$ cat src/rtl/iob_clk_meter.sv
// iob_clk_meter: measures the average period of an asynchronous periodic input
// in system-clock cycles, as unsigned fixed point with FRAC_W fractional bits.
// The averaging window is 2^FRAC_W input periods, so the window length in
// cycles is already the fixed-point period.
// Optional feature macro: IOB_CLK_METER_DUTY_EN adds high_o, the number of
// window cycles with the synchronized input high (same scaling as period_o).
//
// state    | meaning
// ---------+-----------------------------------------------------------
// IDLE     | counters cleared, waiting for en_i
// ARM      | waiting for the first detected rising edge of a window
// MEASURE  | counting cycles and edges; publishes at window end or saturation
module iob_clk_meter #(
  parameter int PERIOD_W = 16,
  parameter int FRAC_W   = 8
) (
  input  logic                clk_i,
  input  logic                cke_i,
  input  logic                arst_i,
  input  logic                soft_reset_i,
  input  logic                en_i,
  input  logic                sig_i,
  output logic [PERIOD_W-1:0] period_o,
  output logic                valid_o,
  output logic                overflow_o
`ifdef IOB_CLK_METER_DUTY_EN
  ,
  output logic [PERIOD_W-1:0] high_o
`endif
);

  localparam logic [1:0] IDLE    = 2'd0;
  localparam logic [1:0] ARM     = 2'd1;
  localparam logic [1:0] MEASURE = 2'd2;

  logic                sync1_q, sync2_q, sig_prev_q;
  logic [1:0]          state_q, state_d;
  logic [PERIOD_W-1:0] cnt_q, cnt_d, cnt_inc;
  logic [FRAC_W-1:0]   edge_cnt_q, edge_cnt_d;
  logic [PERIOD_W-1:0] period_q, period_d;
  logic                valid_q, valid_d;
  logic                overflow_q, overflow_d;

  logic sig_rise, win_end, cnt_max;
  logic clear_s, restart_s, bump_s, edge_inc_s, done_s, sat_s;

  assign sig_rise = sync2_q & ~sig_prev_q;
  assign win_end  = &edge_cnt_q;
  assign cnt_max  = &cnt_q;
  // The cycle counter sticks at all ones so a late edge cannot wrap it.
  assign cnt_inc  = cnt_max ? cnt_q : cnt_q + PERIOD_W'(1);

  // FSM: decide next state and which counter action applies this cycle.
  always_comb begin
    state_d    = state_q;
    clear_s    = 1'b0;
    restart_s  = 1'b0;
    bump_s     = 1'b0;
    edge_inc_s = 1'b0;
    done_s     = 1'b0;
    sat_s      = 1'b0;
    if (!en_i) begin
      state_d = IDLE;
      clear_s = 1'b1;
    end else begin
      case (state_q)
        IDLE: begin
          clear_s = 1'b1;
          state_d = ARM;
        end
        ARM: begin
          if (sig_rise) begin
            restart_s = 1'b1;
            state_d   = MEASURE;
          end
        end
        MEASURE: begin
          // Window end takes priority over saturation in the same cycle.
          if (sig_rise && win_end) begin
            done_s    = 1'b1;
            restart_s = 1'b1;
          end else if (sig_rise) begin
            bump_s     = 1'b1;
            edge_inc_s = 1'b1;
          end else if (cnt_max) begin
            sat_s   = 1'b1;
            state_d = ARM;
          end else begin
            bump_s = 1'b1;
          end
        end
        default: begin
          state_d = IDLE;
          clear_s = 1'b1;
        end
      endcase
    end
  end

  // Datapath: counters and published result driven by the FSM strobes.
  always_comb begin
    cnt_d = cnt_q;
    if (clear_s)        cnt_d = '0;
    else if (restart_s) cnt_d = PERIOD_W'(1);
    else if (bump_s)    cnt_d = cnt_inc;

    edge_cnt_d = edge_cnt_q;
    if (clear_s || restart_s) edge_cnt_d = '0;
    else if (edge_inc_s)      edge_cnt_d = edge_cnt_q + FRAC_W'(1);

    period_d = period_q;
    if (done_s)     period_d = cnt_q;
    else if (sat_s) period_d = '1;

    valid_d    = done_s | sat_s;
    overflow_d = sat_s;
  end

  // State registers, synchronizer and result; cke_i freezes everything.
  always_ff @(posedge clk_i or posedge arst_i) begin
    if (arst_i) begin
      sync1_q    <= 1'b0;
      sync2_q    <= 1'b0;
      sig_prev_q <= 1'b0;
      state_q    <= IDLE;
      cnt_q      <= '0;
      edge_cnt_q <= '0;
      period_q   <= '0;
      valid_q    <= 1'b0;
      overflow_q <= 1'b0;
    end else if (cke_i) begin
      if (soft_reset_i) begin
        sync1_q    <= 1'b0;
        sync2_q    <= 1'b0;
        sig_prev_q <= 1'b0;
        state_q    <= IDLE;
        cnt_q      <= '0;
        edge_cnt_q <= '0;
        period_q   <= '0;
        valid_q    <= 1'b0;
        overflow_q <= 1'b0;
      end else begin
        sync1_q    <= sig_i;
        sync2_q    <= sync1_q;
        sig_prev_q <= sync2_q;
        state_q    <= state_d;
        cnt_q      <= cnt_d;
        edge_cnt_q <= edge_cnt_d;
        period_q   <= period_d;
        valid_q    <= valid_d;
        overflow_q <= overflow_d;
      end
    end
  end

  assign period_o   = period_q;
  assign valid_o    = valid_q;
  assign overflow_o = overflow_q;

`ifdef IOB_CLK_METER_DUTY_EN
  logic [PERIOD_W-1:0] high_cnt_q, high_cnt_d;
  logic [PERIOD_W-1:0] high_q, high_d;

  // High-time counter follows the cycle counter; the window starts on an
  // edge cycle, which is itself a high cycle.
  always_comb begin
    high_cnt_d = high_cnt_q;
    if (clear_s)        high_cnt_d = '0;
    else if (restart_s) high_cnt_d = PERIOD_W'(sync2_q);
    else if (bump_s && sync2_q && !(&high_cnt_q))
      high_cnt_d = high_cnt_q + PERIOD_W'(1);

    high_d = high_q;
    if (done_s)     high_d = high_cnt_q;
    else if (sat_s) high_d = '1;
  end

  // High-time registers share the reset and clock-enable rules.
  always_ff @(posedge clk_i or posedge arst_i) begin
    if (arst_i) begin
      high_cnt_q <= '0;
      high_q     <= '0;
    end else if (cke_i) begin
      if (soft_reset_i) begin
        high_cnt_q <= '0;
        high_q     <= '0;
      end else begin
        high_cnt_q <= high_cnt_d;
        high_q     <= high_d;
      end
    end
  end

  assign high_o = high_q;
`endif

endmodule
$ cat config.mk
export PLATFORM = sky130hd
export DESIGN_NAME = iob_clk_meter
export DESIGN_NICKNAME = d
export VERILOG_FILES = /design/src/rtl/iob_clk_meter.sv
export SDC_FILE = /design/constraint.sdc
export NUM_CORES = 1
export LEC_CHECK = 0
export CORE_ASPECT_RATIO = 0.7
export CORE_MARGIN = 4
export CORE_UTILIZATION = 57
export DETAILED_ROUTE_END_ITERATION = 8
export MAX_ROUTING_LAYER = met4
export PLACE_DENSITY = 0.79
export SLEW_MARGIN = 5
export SYNTH_ARGS = -nofsm -noshare
export SYNTH_HDL_FRONTEND = slang
export SYNTH_SLANG_ARGS = --single-unit
$ cat constraint.sdc
create_clock -name clk_i -period 2.4 [get_ports clk_i]
set_input_delay 0.72 -clock clk_i [delete_from_list [all_inputs] [get_ports clk_i]]
set_output_delay 0.72 -clock clk_i [all_outputs]
set_load 0.005 [all_outputs]
# ---- Yosys cells after proc, flatten, opt, wreduce, memory -nomap -nowiden
# Index checks and enable logic that the tools add are counted.
dict set report word_totals {
  regBits 47
  output_inout_bits 18
  word_cells 78
}
dict set report op_classes {
  addsub 2
  n_eq_ne 7
  mux 44
  bitwise_logic 3
  n_reduce_logical 13
}
# op count
set op_table {}
lappend op_table {{two-way mux 16 bit} 8}
lappend op_table {{two-way mux 1 bit} 25}
lappend op_table {{two-way mux 8 bit} 3}
lappend op_table {{adder 16 x 1 -> 16 bit (second input constant)} 1}
lappend op_table {{inequality test 4 bit (second input constant)} 4}
lappend op_table {{AND reduction 16 bit} 1}
lappend op_table {{two-way mux 2 bit} 6}
lappend op_table {{adder 8 x 1 -> 8 bit (second input constant)} 1}
lappend op_table {{AND reduction 8 bit} 1}
lappend op_table {{one-hot mux 2 bit (3 select lines)} 1}
lappend op_table {{nonzero test 3 bit} 2}
lappend op_table {{AND reduction 5 bit} 1}
lappend op_table {{inequality test 4 x 2 -> 1 bit (second input constant)} 1}
lappend op_table {{AND reduction 2 bit} 2}
lappend op_table {{nonzero test 4 bit} 1}
lappend op_table {{AND reduction 3 bit} 1}
lappend op_table {{== test 2 x 1 -> 1 bit (second input constant)} 1}
lappend op_table {{== test 2 bit (second input constant)} 1}
lappend op_table {{zero test 2 bit} 1}
lappend op_table {{one-hot mux 1 bit (2 select lines)} 1}
lappend op_table {{OR reduction 2 bit} 1}
lappend op_table {{bitwise AND 1 bit} 1}
lappend op_table {{logical AND 1 bit} 1}
lappend op_table {{logical OR 1 bit} 1}
lappend op_table {{other kinds (2)} 2}

# ---- Depth between registers and ports, before layout
dict set report logic_depth {
  ltp_word 10
  ltp_mapped 8
  ltp_nobuf 7
}

# ---- Worst setup path after synthesis
# No wires, ideal clock.
dict set report synth_path {
  path_kind {input to register}
  start {input port cke_i}
  end {register cnt_q[13]}
  arrival_ns 1.894
  required_ns 2.279
  setup_slack_ns 0.385
  path_stages 7
  path_buffers 2
  path_cell_list {clkbuf_2 nand3_1 a31o_4 buf_6 nor4_4 xnor2_1 nor2_1}
}
dict set report synth_between {
  elab_chain_cells 1
}
# element line_no
set synth_lines {}
lappend synth_lines {{from (decl)} 18} ;# input logic cke_i,
lappend synth_lines {{AND reduction 3 bit (no line)} n/a}
lappend synth_lines {{to (signal assigned)} 147} ;# cnt_q <= cnt_d;
lappend synth_lines {{to (decl)} 38} ;# logic [PERIOD_W-1:0] cnt_q, cnt_d, cnt_inc;
# No other way between the ends.
# A chain may end at the register's enable or synchronous reset.

# ---- Worst setup path in the final report
dict set report layout_path {
  start {register cnt_q[1]}
  end {register period_q[14], in the netlist period_o[14]}
}
dict set report layout_between {
  elab_chain_cells 8
}
# element line_no
set layout_lines {}
lappend layout_lines {{AND reduction 16 bit} 49} ;# assign cnt_max = &cnt_q;
lappend layout_lines {{two-way mux 1 bit} 85} ;# end else if (cnt_max) begin
lappend layout_lines {{two-way mux 1 bit} 82} ;# end else if (sig_rise) begin
lappend layout_lines {{two-way mux 1 bit} 79} ;# if (sig_rise && win_end) begin
lappend layout_lines {{two-way mux 1 bit} 66} ;# case (state_q)
lappend layout_lines {{two-way mux 1 bit} 62} ;# if (!en_i) begin
lappend layout_lines {{nonzero test 3 bit (no line)} n/a}
lappend layout_lines {{AND reduction 2 bit (no line)} n/a}
lappend layout_lines {{to (signal assigned)} 149} ;# period_q <= period_d;
lappend layout_lines {{to (decl)} 40} ;# logic [PERIOD_W-1:0] period_q, period_d;
# No other way between the ends.

==> metrics.md <==
| Metric | Value |
|---|---|
| Outcome | `complete, no violations` |
| Detailed-route via count | `1930` |
| Non-Filler Instances | `332` |
| Total GRT Usage | `0.2345` |
| GR peak layer | `met1` |
| Cell Area, Placed | `2962 sq um` |
| Layout cells sized above 1 | `0.1877` |
| Lkg Pwr | `1.255 nW` |
| Worst EP arrival | `2450 ps` |
| Fillers | `between 300 and 400` |
| Register Area | `about 1200 sq um` |
| Final net count | `288` |
| Number of enable flip-flop cells after synthesis | `0` |
| Crit share post-route | `0.9248` |
| P&R area growth vs syn | `15.44%` |
| Hold_buf cts | `0` |
| Routed wire length | `5442 microns` |
| Slew HR | `0.3893` |
| Ant diodes | `0` |
| Post-cts sizing count | `0` |
| F_max | `~450 MHz` |
| Final setup vio count | `0` |
| Maxcap violations | `0` |
| Period minus WS final | `2219 ps` |
| CP Max Fanout | `16` |
| Die Y | `~65 microns` |
| Placed cell count | `324` |
| # Post-CTS Setup Buffers | `0` |
| Hold Path Class | `reg2reg` |
| Power Density | `457.9 nW/um^2` |
| Final Instance Area | `3050 sq um` |
| Slew Viols, Final | `0` |
| Root buf cell | `clkbuf_8` |
| Vias in the first global route | `2070` |
| Commonest cells in the netlist | `dfrtp_1 (47), nor2_1 (38), nand2_1 (15), xnor2_1 (13), o2bb2ai_1 (11)` |
| Crit path kind | `reg2reg` |
| GR Util met3 | `0.06226` |
| Die Wd | `around 89 microns` |
| Prevailing post-synth register cell | `dfrtp_1` |
| Largest net degree at the start of global routing | `48` |
| Drt pass-1 iters | `4` |
| Netlist cell types | `56` |
| # DRC | `0` |
| Io pins | `24` |
| Starting density of the core | `0.6000` |
| Utilization after layout | `0.6926` |
| Clock latency on the worst-skew pair | `310 ps` |
| Gate Count Post-Synth | `roughly 250` |
| Buffers on Ports | `23` |
| Clock-pin slew on the worst setup and hold paths | `90 ps` |
| Clock Skews | `11.90 ps` |
| Core area | `4404 sq um` |
| Worst setup EP type | `register` |
| Slew @ Worst Pin | `approximately 920 ps` |
| Syn_area_per_cell | `10.74 sq um` |
| Crit start category | `register` |
| Placer Congestion | `about 0.89` |
| Post-synthesis sequential area ratio | `0.4451` |
| CTS sink cnt | `47` |
| Initial antenna violation count | `0` |
| Ys async rst share | `1.000` |
| M1 GR Usage | `0.3433` |
| Post-synth top area cell | `dfrtp_1` |
| Detail Placement HPWL | `3788 microns` |
| Worst vdd rail ir drop | `0.4314 mV` |
| Total CTS buffers | `5` |
| Antenna-violating nets left | `0` |
| RSZ-0062 raised after global routing | `no` |
| Area of the die | `5807 sq um` |
| Number of H-tree levels | `2` |
| Post-Syn Area | `2643 sq um` |
| Synth top area share | `0.4451` |
| Cell with the most instances after synthesis | `dfrtp_1` |
| # rows | `20` |
| Syn nets | `258` |
| Synth top area cells | `dfrtp_1 (45%), nor2_1 (5.4%), o2bb2ai_2 (4.5%)` |
| Final Hold Vio Count | `0` |
| Multi-input gate area | `1331 sq um` |
| Ys Warns | `0` |
| Synth Register Bits | `between 40 and 50` |
| CTS tree | `yes` |
| Met2 GRT Util | `0.3171` |
| Vias per std cell | `5.813` |
| Worst Path Required | `2630 ps` |
| Grt ovf | `0` |
| Maximum clock path buffer count | `2` |
| First-pass GRT wire length | `a little over 10000 microns` |
| WL per Instance | `16.39 microns` |
| Initial DRC Count | `94` |
## layout make-up
| type | instances | share of cell area |
|---|---|---|
| repair buffers | 37 | 0.1140 |
| flip-flops and latches | 47 | 0.3856 |
| clock inverters | 3 | 0.006563 |
| clock buffers | 5 | 0.02256 |
| inverters | 10 | 0.01231 |
| multi-input cells | 175 | 0.4364 |
| well taps | 55 | 0.02256 |
## flip-flops by register name (all words and copies together) (netlist names)
name / flops
edge_cnt_q: 8
sig_prev_q: 1
valid_o: 1
state_q: 2
sync1_q: 1
cnt_q: 16
period_o: 16
overflow_o: 1
sync2_q: 1
## worst paths after layout
path / depth (start not counted) / to / from / slack, ps
max in group asynchronous: 3 / cnt_q[1] / arst_i / 1430
hold / removal: 2 / sync2_q / sync1_q / 490
setup / recovery: 6 / period_o[14] / cnt_q[1] / 180
hold reg to reg: 2 / sync2_q / sync1_q / 490
min in group asynchronous: 3 / period_o[12] / arst_i / 750
setup reg to reg: 6 / period_o[14] / cnt_q[1] / 180
## cell usage in the layout, fill, tap and decap left out, types with 4 or more instances in the layout
cell and instances:
dfrtp_1 47, nor2_1 38, clkdlybuf4s50_1 23, nand2_1 15, xnor2_1 13, buf_4 13
o2bb2ai_1 11, nand3_1 10, inv_1 9, nand4_1 8, o2bb2ai_2 8, ha_1 6
o21ai_0 5, clkbuf_8 5, nor2b_1 4, nor3_2 4, xor2_1 4
## critical path: stages, from the launching register on
cell and delay (ps):
dfrtp_1 470, ha_1 280, and2_1 210, nand4_4 140, nor3_4 70, o31ai_4 770
o2bb2ai_1 190
## cells by family after synthesis
| kind of cell | after synthesis | share of synthesized area |
|---|---|---|
| AOI/OAI and AO/OA | 46 | 0.1719 |
| muxes | 1 | 0.004261 |
| and+or+nand+nor | 105 | 0.2429 |
| buffers and inverters | 24 | 0.05114 |
| adders and majority gates | 6 | 0.02841 |
| xor gates and xnor gates | 17 | 0.05634 |
| DFF | 47 | 0.4451 |
## power breakdown
group          leakage (nW)  internal [mW]  switching [mW]  total, mW
combinational         0.560         0.0375          0.0664      0.104
clock                0.0402          0.203           0.287      0.490
sequential            0.655          0.797         0.00543      0.803
total                  1.25           1.04           0.359       1.40
## per-stage QoR
stage               hold WS [ps]  setup TNS, ps  power [mW]  worst slack, ps
finish                     494.2              0       1.397            180.6
global route               525.5              0       1.470            20.15
CTS                        500.7              0       1.410            138.8
detailed placement         472.7         -166.9      0.9235           -26.98
global placement           468.7              0      0.9221            36.69
floorplan                  449.8              0      0.8856            384.5
## per-layer routing
metal | vias to the layer above | part of all wire | routed length [microns]
li1 | 942 | - | -
met1 | 937 | 0.51 | 2785
met2 | 47 | 0.43 | 2338
met3 | 4 | 0.049 | 265
met4 | 0 | 0.0096 | 52
met5 | - | 0 | 0
Power figures use the tool's default switching activity.
